==> config.mk <==
export PLATFORM = sky130hd
export DESIGN_NAME = at_hazard_tracker_flat
export DESIGN_NICKNAME = d
export VERILOG_FILES = /design/src/rtl/at_hazard_tracker_pkg.sv /design/src/rtl/at_hazard_tracker_if.sv /design/src/rtl/at_hazard_tracker_fwd_sel.sv /design/src/rtl/at_hazard_tracker.sv /design/src/flat_wrapper.sv
export SDC_FILE = /design/constraint.sdc
export NUM_CORES = 1
export LEC_CHECK = 0
export ABC_AREA = 1
export BUFFER_PORTS_ARGS = -buffer_cell sky130_fd_sc_hd__buf_2
export CORE_AREA = 5 5 107 109
export CTS_CLUSTER_DIAMETER = 50
export DETAILED_ROUTE_END_ITERATION = 7
export DIE_AREA = 0 0 112 114
export SYNTH_ARGS = -nofsm -noshare
export SYNTH_HDL_FRONTEND = slang
export SYNTH_HIERARCHICAL = 1
export SYNTH_SLANG_ARGS = --single-unit
==> constraint.sdc <==
create_clock -name clk -period 3 [get_ports clk]
set_input_delay 0.45 -clock clk [delete_from_list [all_inputs] [get_ports clk]]
set_output_delay 0.45 -clock clk [all_outputs]
set_load 0.01 [all_outputs]
==> src/rtl/at_hazard_tracker_pkg.sv <==
// Shared AT-method definitions: instruction classes, forward-select codes and Tuse/Tnew lookups.
package at_pkg;

  localparam logic [3:0] IT_NOP    = 4'd0;
  localparam logic [3:0] IT_CAL_R  = 4'd1;
  localparam logic [3:0] IT_CAL_I  = 4'd2;
  localparam logic [3:0] IT_LOAD   = 4'd3;
  localparam logic [3:0] IT_STORE  = 4'd4;
  localparam logic [3:0] IT_BRANCH = 4'd5;
  localparam logic [3:0] IT_JR     = 4'd6;
  localparam logic [3:0] IT_JAL    = 4'd7;
  localparam logic [3:0] IT_JALR   = 4'd8;

  localparam logic [1:0] FWD_NONE = 2'd0;
  localparam logic [1:0] FWD_E    = 2'd1;
  localparam logic [1:0] FWD_M    = 2'd2;
  localparam logic [1:0] FWD_W    = 2'd3;

  // Larger than any Tnew, so a "no use" source can never trip the stall compare.
  localparam logic [1:0] TUSE_NONE = 2'd3;

  function automatic logic [1:0] tuse_rs(input logic [3:0] it);
    case (it)
      IT_BRANCH, IT_JR, IT_JALR:               tuse_rs = 2'd0;
      IT_CAL_R, IT_CAL_I, IT_LOAD, IT_STORE:   tuse_rs = 2'd1;
      default:                                 tuse_rs = TUSE_NONE;
    endcase
  endfunction

  function automatic logic [1:0] tuse_rt(input logic [3:0] it);
    case (it)
      IT_BRANCH: tuse_rt = 2'd0;
      IT_CAL_R:  tuse_rt = 2'd1;
      IT_STORE:  tuse_rt = 2'd2;
      default:   tuse_rt = TUSE_NONE;
    endcase
  endfunction

  function automatic logic [1:0] tnew_e(input logic [3:0] it);
    case (it)
      IT_LOAD:            tnew_e = 2'd2;
      IT_CAL_R, IT_CAL_I: tnew_e = 2'd1;
      default:            tnew_e = 2'd0;
    endcase
  endfunction

endpackage

==> src/rtl/at_hazard_tracker_if.sv <==
// D-stage AT tuple in, stall and forward selects out.
interface at_hazard_tracker_if #(
  parameter int REG_W = 5,
  parameter int IT_W  = 4
);
  logic [REG_W-1:0] d_rs;
  logic [REG_W-1:0] d_rt;
  logic [REG_W-1:0] d_wr;
  logic [IT_W-1:0]  d_instype;
  logic             stall;
  logic [1:0]       fwd_d_rs;
  logic [1:0]       fwd_d_rt;
  logic [1:0]       fwd_e_rs;
  logic [1:0]       fwd_e_rt;
  logic [1:0]       fwd_m_rt;

  modport master (
    output d_rs, d_rt, d_wr, d_instype,
    input  stall, fwd_d_rs, fwd_d_rt, fwd_e_rs, fwd_e_rt, fwd_m_rt
  );

  modport slave (
    input  d_rs, d_rt, d_wr, d_instype,
    output stall, fwd_d_rs, fwd_d_rt, fwd_e_rs, fwd_e_rt, fwd_m_rt
  );
endinterface

==> src/rtl/at_hazard_tracker_fwd_sel.sv <==
// One forward-select point: nearest enabled candidate (E=0, M=1, W=2) whose wr matches src wins.
module at_fwd_sel
  import at_pkg::*;
#(
  parameter int REG_W = 5
) (
  input  logic [REG_W-1:0]      src,
  input  logic [2:0][REG_W-1:0] cand_wr,
  input  logic [2:0][1:0]       cand_tnew,
  input  logic [2:0]            cand_en,
  output logic [1:0]            sel
);

  logic hit;

  // A matching stage that is not ready yet still shadows farther stages.
  always_comb begin
    sel = FWD_NONE;
    hit = 1'b0;
    for (int i = 0; i < 3; i++) begin
      if (!hit && cand_en[i] && (src != '0) && (cand_wr[i] == src)) begin
        hit = 1'b1;
        sel = (cand_tnew[i] == 2'd0) ? 2'(i + 1) : FWD_NONE;
      end
    end
  end

endmodule

==> src/rtl/at_hazard_tracker.sv <==
// AT hazard tracker: E/M/W shadow records, D-stage stall and five forward selects.
// Define AT_HAZ_WB_FWD_EN to let the D-stage selects return W (no register-file write-through).
module at_hazard_tracker
  import at_pkg::*;
#(
  parameter int REG_W = 5,
  parameter int IT_W  = 4
) (
  input  logic              clk,
  input  logic              rst_n,
  at_hazard_tracker_if.slave at
);

`ifdef AT_HAZ_WB_FWD_EN
  localparam logic [2:0] D_MASK = 3'b111;
`else
  localparam logic [2:0] D_MASK = 3'b011;
`endif
  localparam logic [2:0] E_MASK = 3'b110;
  localparam logic [2:0] M_MASK = 3'b100;

  logic [REG_W-1:0] e_rs, e_rt, e_wr, m_rt, m_wr, w_wr;
  logic [1:0]       e_tnew, m_tnew;
  logic [3:0]       d_cls;
  logic [1:0]       rs_tuse, rt_tuse;
  logic             stall;

  assign d_cls   = 4'(at.d_instype);
  assign rs_tuse = tuse_rs(d_cls);
  assign rt_tuse = tuse_rt(d_cls);

  function automatic logic hz(input logic [REG_W-1:0] s, input logic [1:0] tuse,
                              input logic [REG_W-1:0] ewr, input logic [1:0] etn,
                              input logic [REG_W-1:0] mwr, input logic [1:0] mtn);
    hz = (s != '0) && (tuse != TUSE_NONE) &&
         (((ewr == s) && (etn > tuse)) || ((mwr == s) && (mtn > tuse)));
  endfunction

  assign stall = hz(at.d_rs, rs_tuse, e_wr, e_tnew, m_wr, m_tnew) |
                 hz(at.d_rt, rt_tuse, e_wr, e_tnew, m_wr, m_tnew);
  assign at.stall = stall;

  always_ff @(posedge clk or negedge rst_n) begin
    if (!rst_n) begin
      e_rs <= '0; e_rt <= '0; e_wr <= '0; e_tnew <= '0;
      m_rt <= '0; m_wr <= '0; m_tnew <= '0;
      w_wr <= '0;
    end else begin
      w_wr   <= m_wr;
      m_rt   <= e_rt;
      m_wr   <= e_wr;
      m_tnew <= (e_tnew != 2'd0) ? e_tnew - 2'd1 : 2'd0;
      if (stall) begin
        e_rs <= '0; e_rt <= '0; e_wr <= '0; e_tnew <= '0;
      end else begin
        e_rs   <= at.d_rs;
        e_rt   <= at.d_rt;
        e_wr   <= at.d_wr;
        e_tnew <= tnew_e(d_cls);
      end
    end
  end

  // Candidate order E, M, W; W's result is always ready.
  logic [2:0][REG_W-1:0] cand_wr;
  logic [2:0][1:0]       cand_tnew;
  logic [4:0][REG_W-1:0] src;
  logic [4:0][2:0]       en;
  logic [4:0][1:0]       sel;

  assign cand_wr   = {w_wr, m_wr, e_wr};
  assign cand_tnew = {2'd0, m_tnew, e_tnew};
  assign src       = {m_rt, e_rt, e_rs, at.d_rt, at.d_rs};
  assign en        = {M_MASK, E_MASK, E_MASK, D_MASK, D_MASK};

  generate
    for (genvar g = 0; g < 5; g++) begin : g_sel
      at_fwd_sel #(.REG_W(REG_W)) u_sel (
        .src       (src[g]),
        .cand_wr   (cand_wr),
        .cand_tnew (cand_tnew),
        .cand_en   (en[g]),
        .sel       (sel[g])
      );
    end
  endgenerate

  assign at.fwd_d_rs = sel[0];
  assign at.fwd_d_rt = sel[1];
  assign at.fwd_e_rs = sel[2];
  assign at.fwd_e_rt = sel[3];
  assign at.fwd_m_rt = sel[4];

endmodule

==> src/flat_wrapper.sv <==
// flat-port wrapper written by rule: the top's interface ports become plain ports
module at_hazard_tracker_flat import at_pkg::*;
#(
  parameter int REG_W = 5,
  parameter int IT_W  = 4
)
  (clk, rst_n, at_d_rs, at_d_rt, at_d_wr, at_d_instype, at_stall, at_fwd_d_rs, at_fwd_d_rt, at_fwd_e_rs, at_fwd_e_rt, at_fwd_m_rt);
  at_hazard_tracker_if #(.REG_W(REG_W), .IT_W(IT_W)) at_i ();
  input  logic clk;
  input  logic rst_n;
  input wire logic [$bits(at_i.d_rs)-1:0] at_d_rs;
  input wire logic [$bits(at_i.d_rt)-1:0] at_d_rt;
  input wire logic [$bits(at_i.d_wr)-1:0] at_d_wr;
  input wire logic [$bits(at_i.d_instype)-1:0] at_d_instype;
  output wire logic [$bits(at_i.stall)-1:0] at_stall;
  output wire logic [$bits(at_i.fwd_d_rs)-1:0] at_fwd_d_rs;
  output wire logic [$bits(at_i.fwd_d_rt)-1:0] at_fwd_d_rt;
  output wire logic [$bits(at_i.fwd_e_rs)-1:0] at_fwd_e_rs;
  output wire logic [$bits(at_i.fwd_e_rt)-1:0] at_fwd_e_rt;
  output wire logic [$bits(at_i.fwd_m_rt)-1:0] at_fwd_m_rt;
  assign at_i.d_rs = at_d_rs;
  assign at_i.d_rt = at_d_rt;
  assign at_i.d_wr = at_d_wr;
  assign at_i.d_instype = at_d_instype;
  assign at_stall = at_i.stall;
  assign at_fwd_d_rs = at_i.fwd_d_rs;
  assign at_fwd_d_rt = at_i.fwd_d_rt;
  assign at_fwd_e_rs = at_i.fwd_e_rs;
  assign at_fwd_e_rt = at_i.fwd_e_rt;
  assign at_fwd_m_rt = at_i.fwd_m_rt;
  at_hazard_tracker #(.REG_W(REG_W), .IT_W(IT_W)) u_core (.clk(clk), .rst_n(rst_n), .at(at_i));
endmodule
==> reports/results.ini <==
[placement]
place_ws_ps=566
dpl.hpwl_mm=8.37
io_buffers=31
gp_congestion=0.838
dp_cells=929
placed_area_um2=4440

[setup_path]
cp.arrival_ps=2070
r2r_setup_slack_ps=800
required_ps=2550
ff2ff_path_depth=12
timing.rr.start=u_core/e_tnew[0]
r2r-end=u_core/e_rs[1]
cp-start-kind=flop
critPathMaxFanout=9
worstSetupPathType=flop to primary output
crit_path_end_kind=primary output

[clocking]
cts_setup_buffers=0
cts_tree=built
cts_made_buffers=5
clock_tree.htree_level_count=2
clkLatencyLatePin_ps=280
cts_hold_buf=0
cts-resized-gates=0
root_buffer=clkbuf_8
clockBufferDepth=2
path_clk_slew_ps=70
cts.sinks=34

[power_and_ir_drop]
pwr-share-comb=0.261
power_frac_clock=0.353
pwr-share-seq=0.386
p_leak_nw=2.82
intPower_uw=979
p_sw_uw=472
switching_share=0.325
vdd_drop_max_mv=0.161
power.total_mw=1.45
power_density_nw_per_um2=317

[detailed_routing]
drt_iter0_markers=173
wire_per_inst_um=11.8
drt-total-wl_mm=11.1
drt_pass1_iterations=5
postRouteAntennaNets=0
vias=4207
drc_errors=0
routed_via_density=4.49

[synth]
synth.area.top_cells=nand2_1, dfrtp_1, inv_1, nor2_1, nor2_2
synth_edf_count=0
ys_types=29
ys_async_sr_fraction=1.00
synth_top_area_share=0.313
yosys_most_used_dff=dfrtp_1
yosys_register_bits=34
avgSynthCellArea_um2=5.50
synth_area_um2=4000
yosys.cell_count.top_type=nand2_1
synth-seq-area-share=0.213
yosys_warnings=6
synth_top_cells_by_count=nand2_1, inv_1, nor2_1, dfrtp_1, nand3_1
yosys.area.top_type=nand2_1
syn_inst=728

[timing]
max_freq_mhz=396
rsz0062_at_grt=false
finClkSkew_ps=4.62
worst_slew_pin_slew_ps=779
min_period_ps=2520
fin_setup_tns_ps=0
finalSetupViolCount=0
whs_ps=215
maxSlewHeadroom=0.481
finalHoldViolations=0
slew_viol_final=0
timing.final.crit_share=0.841
layout_setup_ws_ps=476

[job]
maxCapViolations=0

[grt]
antenna_found_initial=0
grt_pass1_wl_mm=18.5
grt_pass1_vias=3902
grt_overflow=0
grt_start_max_net_pins=35
track_usage=0.177

[floorplan]
io_pins=32
std_cell_rows=38
start_util=0.381
dieWidth_um=112
core-area_um2=10500
die_area_um2=12800
die_h_um=114

[cells_and_area]
area.sequential_um2=851
syn2layout_area_growth_pct=14.5
fin_cells=937
nFillCells=1151
finish.utilization=0.436
drive_above_1_share=0.168
multiInputGateArea_um2=2680
antenna_cells=0
finalNetCount=821
fin_area_um2=4580

[hold_path]
min_path_type=input pin to async pin

[status]
status=completed

## power groups by stage
stage	logic [mW]	clock network [mW]	registers, mW
3_5_place_dp	0.377	0	0.569
4_1_cts	0.378	0.523	0.560
6_report	0.379	0.512	0.561
5_1_grt	0.440	0.542	0.565
3_3_place_gp	0.367	0	0.569
2_1_floorplan	0.283	0	0.535
## worst max-delay path, stage by stage (launching register included)
cell	delay, ps
dfrtp_1	520
inv_1	120
ha_1	310
inv_1	50
nand2_1	60
o21ai_0	120
nor3b_2	170
nand2_1	70
nand2_1	70
nand3_2	80
nand2_4	100
buf_2	130
## cells in the final DEF (no fill, tap or decap), drive strengths merged
master	synthesis	final
nand3	42	42
o21a	1	1
nor3	3	3
nor3b	1	1
nand2	343	343
clkinv	5	5
nand4	7	7
buf	1	34
o22ai	1	1
ha	4	4
o21ai	4	4
a211oi	1	1
inv	142	142
or2	1	1
bufinv	0	2
xnor2	12	12
conb	2	30
clkbuf	0	6
nor2	105	105
xor2	3	3
dfrtp	34	34
a21boi	10	10
nand3b	6	6
## layout make-up
type,count,area share
clock inverter,2,0.0131
sequential,34,0.186
inverter,147,0.120
clock buffer,6,0.0180
tap,140,0.0382
multi-input combinational,574,0.586
timing repair buffer,34,0.0388
## routing by layer
layer | share of wire | up-vias | GRT usage
li1 | - | 2247 | -
met1 | 0.45 | 1877 | 0.220
met2 | 0.51 | 71 | 0.335
met3 | 0.023 | 12 | 0.00902
met4 | 0.013 | 0 | 0.0425
met5 | 0 | - | 0
## worst max path at each step
stage                          start        to  cells after the start
finish              u_core/e_tnew[0]  at_stall                     11
global route        u_core/e_tnew[0]  at_stall                     11
CTS                 u_core/e_tnew[0]  at_stall                     11
detailed placement   at_d_instype[2]  at_stall                     14
global placement     at_d_instype[2]  at_stall                     14
floorplan            at_d_instype[2]  at_stall                     13
## state kept, by name, summed over array words and instances (netlist names)
register,flops
u_core/e_rs,5
u_core/e_rt,5
u_core/e_wr,5
u_core/m_rt,5
u_core/m_wr,5
u_core/w_wr,5
u_core/e_tnew,2
u_core/m_tnew,2
## cells by family (layout without fill, tap and decap cells)
family | Yosys count | in the layout | synth area share
other | 2 | 30 | 0.00188
DFF | 34 | 34 | 0.213
adders and majority gates | 4 | 4 | 0.0125
buffers and inverters | 148 | 189 | 0.143
and+or+nand+nor | 508 | 508 | 0.563
AOI/OAI and AO/OA | 17 | 17 | 0.0338
xor gates and xnor gates | 15 | 15 | 0.0328
No activity file was read; power rests on OpenSTA's default activity.
